$ cat config.mk
export PLATFORM = sky130hd
export DESIGN_NAME = multicycle_ctrl
export DESIGN_NICKNAME = d
export VERILOG_FILES = /design/src/rtl/cpu_pkg.sv /design/src/rtl/fetch_watchdog.sv /design/src/rtl/multicycle_ctrl.sv
export SDC_FILE = /design/constraint.sdc
export NUM_CORES = 1
export LEC_CHECK = 0
export CORE_ASPECT_RATIO = 0.6
export CORE_UTILIZATION = 51
export CTS_BUF_LIST = sky130_fd_sc_hd__clkbuf_4 sky130_fd_sc_hd__clkbuf_8 sky130_fd_sc_hd__clkbuf_16
export DETAILED_ROUTE_END_ITERATION = 7
export GPL_TIMING_DRIVEN = 0
export PLACE_DENSITY_LB_ADDON = 0.08
export SLEW_MARGIN = 15
export SYNTH_ARGS = -nofsm -noshare
export SYNTH_HDL_FRONTEND = slang
export SYNTH_SLANG_ARGS = --single-unit
$ cat constraint.sdc
create_clock -name clk -period 2.33 [get_ports clk]
set_input_delay 0.233 -clock clk [delete_from_list [all_inputs] [get_ports clk]]
set_output_delay 0.233 -clock clk [all_outputs]
set_load 0.02 [all_outputs]
$ cat src/rtl/cpu_pkg.sv
// Shared types and helpers for the Lab 3 CPU control path.
// Instruction-type codes are also produced by the opcode decoder.
package cpu_pkg;

   typedef enum logic [2:0] {
      R   = 3'b000,
      I   = 3'b001,
      U   = 3'b010,
      BAD = 3'b111
   } instr_type_e;

   typedef enum logic [2:0] {
      StIdle   = 3'd0,
      StFetch  = 3'd1,
      StDecode = 3'd2,
      StExec   = 3'd3,
      StWb     = 3'd4,
      StTrap   = 3'd7
   } ctrl_state_e;

   localparam logic [1:0] IMM_NONE = 2'b00;
   localparam logic [1:0] IMM_I    = 2'b01;
   localparam logic [1:0] IMM_U    = 2'b10;

   localparam logic [1:0] WB_ALU  = 2'b00;
   localparam logic [1:0] WB_UIMM = 2'b01;

   // Wide enough for the largest legal fetch timeout (255).
   localparam int unsigned WDOG_W = 8;

   typedef struct packed {
      logic       imem_req;
      logic       pc_en;
      logic       alu_en;
      logic       alu_src_imm;
      logic [1:0] imm_sel;
      logic       reg_we;
      logic [1:0] wb_sel;
   } ctrl_out_t;

   function automatic logic [1:0] imm_for(instr_type_e ty);
      logic [1:0] sel;
      case (ty)
         I:       sel = IMM_I;
         U:       sel = IMM_U;
         default: sel = IMM_NONE;
      endcase
      return sel;
   endfunction

   // Moore output decode; ir_en is excluded because it also depends on imem_ack.
   function automatic ctrl_out_t decode_outputs(ctrl_state_e st, instr_type_e ty);
      ctrl_out_t o;
      o = '0;
      case (st)
         StFetch: o.imem_req = 1'b1;
         StExec: begin
            o.alu_en      = 1'b1;
            o.alu_src_imm = (ty == I);
            o.imm_sel     = imm_for(ty);
         end
         StWb: begin
            o.reg_we  = 1'b1;
            o.pc_en   = 1'b1;
            o.imm_sel = imm_for(ty);
            o.wb_sel  = (ty == U) ? WB_UIMM : WB_ALU;
         end
         default: o = '0;
      endcase
      return o;
   endfunction

endpackage

$ cat src/rtl/fetch_watchdog.sv
// Counts FETCH cycles spent waiting for imem_ack and flags the last
// permitted cycle so the controller can trap on the next edge.
module fetch_watchdog
   import cpu_pkg::*;
#(
   parameter int unsigned FETCH_TIMEOUT = 16
) (
   input  logic clk,
   input  logic rst,
   input  logic clear,
   input  logic inc,
   output logic expired
);

   localparam logic [WDOG_W-1:0] LIMIT = WDOG_W'(FETCH_TIMEOUT - 1);

   logic [WDOG_W-1:0] cnt_q;

   assign expired = (cnt_q == LIMIT);

   // Holds at the limit so the count can never wrap back into range.
   always_ff @(posedge clk or posedge rst) begin
      if (rst) begin
         cnt_q <= '0;
      end else if (clear) begin
         cnt_q <= '0;
      end else if (inc && !expired) begin
         cnt_q <= cnt_q + WDOG_W'(1);
      end
   end

endmodule

$ cat src/rtl/multicycle_ctrl.sv
// Multi-cycle control FSM: fetch/decode/execute/writeback sequencing,
// imem handshake, fetch-timeout and illegal-opcode traps, retire counter.
module multicycle_ctrl
   import cpu_pkg::*;
#(
   parameter int unsigned FETCH_TIMEOUT = 16,
   parameter int unsigned CNT_W         = 32
) (
   input  logic             clk,
   input  logic             rst,
   input  logic             run,
   input  logic [2:0]       instr_type,
   output logic             imem_req,
   input  logic             imem_ack,
   output logic             ir_en,
   output logic             pc_en,
   output logic             alu_en,
   output logic             alu_src_imm,
   output logic [1:0]       imm_sel,
   output logic             reg_we,
   output logic [1:0]       wb_sel,
   output logic [2:0]       state_o,
   output logic             illegal_o,
   output logic             timeout_o,
   output logic [CNT_W-1:0] retired
);

   ctrl_state_e      state_q, state_d;
   instr_type_e      type_q, type_d;
   ctrl_out_t        out_q;
   logic             illegal_q, timeout_q;
   logic [CNT_W-1:0] retired_q;

   logic wd_clear, wd_inc, wd_expired;
   logic set_illegal, set_timeout;

   fetch_watchdog #(
      .FETCH_TIMEOUT(FETCH_TIMEOUT)
   ) u_fetch_watchdog (
      .clk     (clk),
      .rst     (rst),
      .clear   (wd_clear),
      .inc     (wd_inc),
      .expired (wd_expired)
   );

   always_comb begin
      state_d     = state_q;
      type_d      = type_q;
      wd_clear    = 1'b0;
      wd_inc      = 1'b0;
      set_illegal = 1'b0;
      set_timeout = 1'b0;
      case (state_q)
         StIdle: begin
            if (run) begin
               state_d  = StFetch;
               wd_clear = 1'b1;
            end
         end
         StFetch: begin
            // An ack on the last permitted cycle still wins over the timeout.
            if (imem_ack) begin
               state_d = StDecode;
            end else if (wd_expired) begin
               state_d     = StTrap;
               set_timeout = 1'b1;
            end else begin
               wd_inc = 1'b1;
            end
         end
         StDecode: begin
            type_d = instr_type_e'(instr_type);
            case (type_d)
               R, I, U: state_d = StExec;
               default: begin
                  state_d     = StTrap;
                  set_illegal = 1'b1;
               end
            endcase
         end
         StExec: state_d = StWb;
         StWb: begin
            if (run) begin
               state_d  = StFetch;
               wd_clear = 1'b1;
            end else begin
               state_d = StIdle;
            end
         end
         StTrap:  state_d = StTrap;
         default: state_d = StIdle;
      endcase
   end

   // Outputs are registered from the next state, so they line up with state_q.
   always_ff @(posedge clk or posedge rst) begin
      if (rst) begin
         state_q   <= StIdle;
         type_q    <= R;
         out_q     <= '0;
         illegal_q <= 1'b0;
         timeout_q <= 1'b0;
         retired_q <= '0;
      end else begin
         state_q <= state_d;
         type_q  <= type_d;
         out_q   <= decode_outputs(state_d, type_d);
         if (set_illegal) begin
            illegal_q <= 1'b1;
         end
         if (set_timeout) begin
            timeout_q <= 1'b1;
         end
         if (state_q == StWb) begin
            retired_q <= retired_q + CNT_W'(1);
         end
      end
   end

   assign ir_en       = (state_q == StFetch) && imem_ack;
   assign imem_req    = out_q.imem_req;
   assign pc_en       = out_q.pc_en;
   assign alu_en      = out_q.alu_en;
   assign alu_src_imm = out_q.alu_src_imm;
   assign imm_sel     = out_q.imm_sel;
   assign reg_we      = out_q.reg_we;
   assign wb_sel      = out_q.wb_sel;
   assign state_o     = state_q;
   assign illegal_o   = illegal_q;
   assign timeout_o   = timeout_q;
   assign retired     = retired_q;

endmodule

==> results.md <==
Outcome:
- The flow ran to the end, and the final reports show no timing, DRC or antenna violations.

Clock network:
- The insertion delay to the later sink of the worst-skew pair is approximately 0.31 ns.
- The root buffer selected by CTS is clkbuf_8.
- For this design, the CTS-stage hold fixing added 0 buffers.
- The H-tree was split into 2 levels.
- After clock tree synthesis, the clock-pin slew on the worst setup and hold paths is 0.11 ns.
- The clock tree from TritonCTS is built.
- The clock buffer count from CTS is 5.
- Post-CTS timing repair inserted 0 buffers for setup.
- No sink is reached through more buffers than the 2 on the longest clock path.
- Clock tree synthesis found a total of 55 sinks.
- The number of gates resized after cts is 0.

Floorplan:
- The core region area is roughly 4700 um2.
- 54 I/O pins were placed.
- The die is 57.1 um tall.
- The site row count is 19.
- The initial core utilization is 0.548.
- The die covers ~5400 um2.
- Measured along the x axis, the die boundary spans 93.8 um.

Timing:
- The final-report max-slew violation count is 0.
- At the pin with the least slew margin, the transition time is 1.01 ns.
- Of the available clock period, the critical path in the final layout requires 0.879.
- Setup repair after global routing left no endpoint under its margin.
- Static timing analysis puts the maximum clock frequency at approximately 490 MHz.
- The final hold violation count is 0.
- The setup clock skew after layout is 0.0107 ns.
- The final setup violation count is 0.
- The final critical delay including setup and external delays is roughly 2.0 ns.
- The worst slew slack as a fraction of its limit is 0.325.

Cells and area:
- In the layout the commonest cells are dfrtp_1 (55), clkdlybuf4s50_1 (52), xnor2_1 (27).
- The library cell used most frequently in the layout, excluding fill and tap cells, is dfrtp_1.
- The proportion of layout cells with a drive suffix above 1 is 0.0845.
- Compared with the post-synthesis result, the final layout area differs by 29.3%.
- The count of inserted antenna diode cells is 0.
- With fillers left out, the area of the finished cells amounts to around 3300 um2.
- The final layout contains about 300 nets.

Synthesis:
- The total number of yosys warnings is 0.
- The netlist uses 41 different library cells.
- After synthesis, the mean cell area works out to between 10 and 15 um2.
- In the synthesized netlist, the number of instances is approximately 240.
- Counting flops and latches in the post-synthesis netlist gives 55.
- The register area share after synthesis is 0.534.
- The biggest area contributor in the post-synthesis netlist is dfrtp_1.
- The area share of the largest cell type after synthesis is 0.534.
- Yosys attributes the largest share of cell area to dfrtp_1 (53%), xnor2_1 (9.2%), nand4_1 (5.1%), xor2_1 (3.4%), and3_1 (2.7%).
- The netlist area before placement is 2580 um2.
- The number of nets in the synthesized netlist is 244.

Pwr:
- The peak supply drop is 0.000542 V.
- Dividing total power by cell area gives a power density of around 840 nW/um2.
- The design draws 2.79 mW.
- For this design the static power due to leakage is 1.49 nW.

Detailed routing:
- The first detailed-routing pass ran for 4 iterations.
- The highest metal layer with signal wires is met4.
- The met1 layer wirelength in the final routing is 2650 um.
- The via count of the routed design is between 1.5k and 2k.
- The violation count after the first detailed-routing iteration is 65.
- In the final routed layout, each cell accounts on average for 13.8 um.
- The routed wire length is 4950 um.
- The detail route stage leaves a number of antenna-violating nets equal to 0.
- The total length of routed met3 wires is roughly 230 um.
- In the routed design, unresolved DRC markers number 0.
- The routed wire length on met2 is 2030 um.
- The via density per instance is 5.36.

Worst setup path:
- STA classifies the critical path startpoint as a flop.
- Of all nets on the critical path, the largest fanout is 10.
- For this design, the slowest cell found on the critical path is dfrtp_1.
- The worst setup path is captured at a flop.
- The critical path in this run is classified as reg -> reg.
- For this run, the slowest stage of the critical path takes between 0.4 and 0.5 ns.
- At the worst endpoint, the arrival time is 2.24 ns.
- Walking the worst path, the cells encountered are nand4_1 -> nor2_1 -> clkbuf_1 -> nand4_1 -> xnor2_1.
- The cell with the most instances on the worst path is nand4_1.
- The data required time of the worst path is 2.52 ns.

GRT:
- The number of global-route vias before repair was ~1.8k.
- The pin count of the biggest net entering global routing is 33.
- The first-pass GRT wire length is 8520 um.
- The number of antenna violations at the first check in global routing is 0.
- Across every metal layer, demand over resource in global routing totals 0.209.
- The remaining global-route overflow is 0.

Placed design:
- The routability congestion estimate from global placement is just over 0.8.
- The count of input and output buffers is 52.
- Once detailed placement completed, the half-perimeter wirelength came to 3520 um.
- The total cell area at the placement stage is 3200 um2.

Run:
- The max capacitance violation total is 0.

Min path:
- In this run the worst hold path is classified as in -> async.
[layout make-up]
type / count / area (um2)
Fill cell: 353 / 1370
Timing Repair Buffer: 53 / 541
Multi-Input combinational cell: 168 / 1130
Sequential cell: 55 / 1380
Inverter: 4 / 15.0
Clock buffer: 5 / 68.8
Buffer: 8 / 56.3
Clock inverter: 3 / 67.6
Tap cell: 63 / 78.8
[worst max-delay path, delay by kind of cell (launching register included)]
kind          cells  cell delay [ns]
xor+xnor          1             0.17
flops             1             0.48
buf+inv           1             0.45
simple gates      3             0.84
[synthesized netlist by cell type, drive strengths merged]
master  number
dfrtp       55
xnor2       27
nand4       21
nor2        19
nand2       16
and3        11
nand3       10
xor2        10
buf          6
nor3         5
o21ai        5
a21oi        4
and2         4
inv          4
nor3b        4
and4         3
or3          3
a21o         2
a31oi        2
clkbuf       2
ha           2
mux2i        2
nor2b        2
nor4         2
nor4b        2
o211ai       2
or3b         2
or4          2
and2b        1
conb         1
mux2         1
nand2b       1
or2          1
or4b         1
[state kept, by name (all words and copies together) (netlist names)]
signal	flops
timeout_o	1
alu_en	1
imm_sel	2
alu_src_imm	1
imem_req	1
type_q	3
wb_sel	1
state_o	3
u_fetch_watchdog.cnt_q	8
pc_en	1
illegal_o	1
retired	32
[logic make-up after synthesis]
group                    Yosys count  share of synthesized area
AO/OA/AOI/OAI                     15                     0.0340
multiplexers                       3                     0.0121
other                              1                    0.00145
AND/OR/NAND/NOR                  110                      0.255
flip-flops                        55                      0.534
buffers and inverters             12                     0.0277
XOR/XNOR                          37                      0.126
adder cells (fa/ha/maj)            2                    0.00971
[metrics by stage]
step	TNS, ns	instances	utilization	setup slack (ns)	hold slack [ns]
finish	0	359	0.708	0.283	0.341
global route	0	359	0.708	0.132	0.403
CTS	0	359	0.708	0.282	0.360
detailed placement	0	351	0.679	0.286	0.460
global placement	-13.40	350	0.675	-0.247	0.442
floorplan	0	235	-	0.510	0.338
[path summary, 6_finish.rpt]
| path | from | endpoint | slack [ns] | depth (start not counted) |
|---|---|---|---|---|
| max | retired[7]$_DFFE_PP0P_ | retired[27]$_DFFE_PP0P_ | 0.28 | 5 |
| min | rst | retired[9]$_DFFE_PP0P_ | 0.34 | 2 |
| max reg2reg | retired[7]$_DFFE_PP0P_ | retired[27]$_DFFE_PP0P_ | 0.28 | 5 |
| min reg2reg | illegal_o$_DFFE_PP0P_ | illegal_o$_DFFE_PP0P_ | 0.47 | 1 |
| max in group asynchronous | rst | retired[4]$_DFFE_PP0P_ | 1.42 | 3 |
| min in group clk | illegal_o$_DFFE_PP0P_ | illegal_o$_DFFE_PP0P_ | 0.47 | 1 |
[metal layers]
layer,track usage,vias to the layer above
li1,-,944
met2,0.290,39
met4,0.0703,0
met5,0,-
met3,0.0560,5
met1,0.317,936
[report_power, final]
part	total (mW)	switching (mW)	internal, mW
clock	0.743	0.315	0.429
sequential	1.19	0.109	1.08
combinational	0.853	0.451	0.402
total	2.79	0.874	1.92
Note: power is estimated with default switching activity, not from simulation.
==> RTL change: new RTL, same settings <==
Change the parameter `CNT_W` from 32 to 48.
--- a/src/rtl/multicycle_ctrl.sv
+++ b/src/rtl/multicycle_ctrl.sv
@@ -4,7 +4,7 @@
    import cpu_pkg::*;
 #(
    parameter int unsigned FETCH_TIMEOUT = 16,
-   parameter int unsigned CNT_W         = 32
+   parameter int unsigned CNT_W         = 48
 ) (
    input  logic             clk,
    input  logic             rst,
Interface: changed (resized retired); port bits go from 54 to 70. No check against the original RTL was run, so the function may have changed too.
==> RTL change against the original RTL <==
First-iteration DRC count increased by 23%. Total power increased by 21%. Wire length increased by 34%. Worst setup slack got worse by 0.083 ns. Critical endpoint is now ir_en. Clock power increased by 44%. Via count increased by 25%. Highest routed layer unchanged. Sequential cell count increased by 16. Largest cell class unchanged. Register-to-register slack got worse by 0.03 ns. Sequential power increased by 23%. Final area increased by 30%. Area after synthesis increased by 29%.
==> RTL change: results (changes against the original RTL) <==
Outcome
  – Status: finished, final reports clean (unchanged)

Critical path
  – Critical Path Sink: ir_en (was retired[27])
  – Delay-heaviest family, CP: buffers and inverters (was simple AND/OR/NAND/NOR gates)
  – CP Launch Point: state_o[1] (was retired[7])
  – CP max stage cell: clkdlybuf4s50_1 (was dfrtp_1)
  – Reg-to-Reg Start: retired[26] (was retired[7])
  – Critical path data arrival time: 1.90 ns (was 2.24 ns)

Finish
  – Layout cells sized above 1: 11.3% (was 8.45%)

STA
  – Final setup skew: 0.00734 ns (was 0.0107 ns)

Logic synthesis
  – Syn Inst Count: 297 (was 235)
  – Commonest cells post-synth: 71 x dfrtp_1, 30 x xnor2_1, 28 x nor2_1 (was 55 x dfrtp_1, 27 x xnor2_1, 21 x nand4_1)
  – Top post-synthesis cells by area: dfrtp_1 54%, xnor2_1 7.9%, xor2_1 6.3%, nor2_1 3.2%, nand3_1 2.9% (was dfrtp_1 53%, xnor2_1 9.2%, nand4_1 5.1%, xor2_1 3.4%, and3_1 2.7%)
  – Xor/xnor share of the synthesized area: 14.3% (was 12.6%)
  – Post-Synth Adder-Cell Area: 0.755% (was 0.971%)
  – Synth Area in Compound Gates: 2.04% (was 3.40%)
  – Syn nets: 306 (was 244)
  – Yosys cell types: 43 (was 41)

Placement
  – Routability cong.: 0.775 (was 0.814)
  – Post-DP HPWL: 4.78 mm (was 3.52 mm)
  – Dpl ws: 0.223 ns (was 0.286 ns)

Global routing
  – Largest net degree at the start of global routing: 40 (was 33)
  – First-pass GRT wire length: 10.8 mm (was 8.52 mm)
  – All-Layer GR Usage: 21.0% (was 20.9%)

Clock network
  – Clock transition at path regs: 0.08 ns (was 0.11 ns)
  – CTS Buf Count: 9 (was 5)
  – H-tree levels: 3 (was 2)

Route
  – Via-to-Cell Ratio: 5.15 (was 5.36)

Power and ir drop
  – Leak Pwr: 1.95 nW (was 1.49 nW)
-- RTL change: kinds of logic after synthesis --
group           Yosys count
simple gates            137
buf+inv                  15
other cells               1
xor+xnor                 54
flops                    71
mux                       6
fa+ha+maj                 2
compound gates           11
-- RTL change: power by group --
part           total [mW]  internal (mW)  switching, mW
registers            1.46           1.36          0.100
logic               0.847          0.402          0.445
clock network        1.07          0.611          0.455
total                3.37           2.37           1.00
-- RTL change: routing by layer --
metal  track usage, %  up-vias  part of all wire, %
li1                 -     1181                    -
met1             32.2     1147                   54
met2             27.7       62                   39
met3             6.84        9                  5.6
met4             6.77        0                  1.2
met5                0        -                    0
-- RTL change: through the flow --
stage | power [mW] | hold slack (ns) | setup TNS [ns] | cell area, um^2
after global placement | 2.30 | 0.440 | -63.84 | 4100
after CTS | 3.39 | 0.280 | 0 | 4340
after detailed placement | 2.32 | 0.444 | 0 | 4120
after global routing | 3.53 | 0.305 | 0 | 4340
after floorplan | 2.01 | 0.385 | 0 | 3310
final | 3.37 | 0.282 | 0 | 4340
-- RTL change: how the worst min path moves through the flow --
stage                 end  cells past startpoint
2_1_floorplan   type_q[0]                      1
3_3_place_gp    illegal_o                      1
3_5_place_dp    illegal_o                      1
4_1_cts        retired[9]                      2
5_1_grt         timeout_o                      2
6_report       retired[2]                      2
-- RTL change: final cells by class --
cell class / count / area (um^2)
clock inverter: 6 / 85.1
clock buffer: 10 / 131
multi-input combinational: 211 / 1450
inverter: 8 / 32.5
tap: 84 / 105
buffer: 7 / 61.3
timing repair buffer: 69 / 701
fill: 483 / 1850
sequential: 71 / 1780
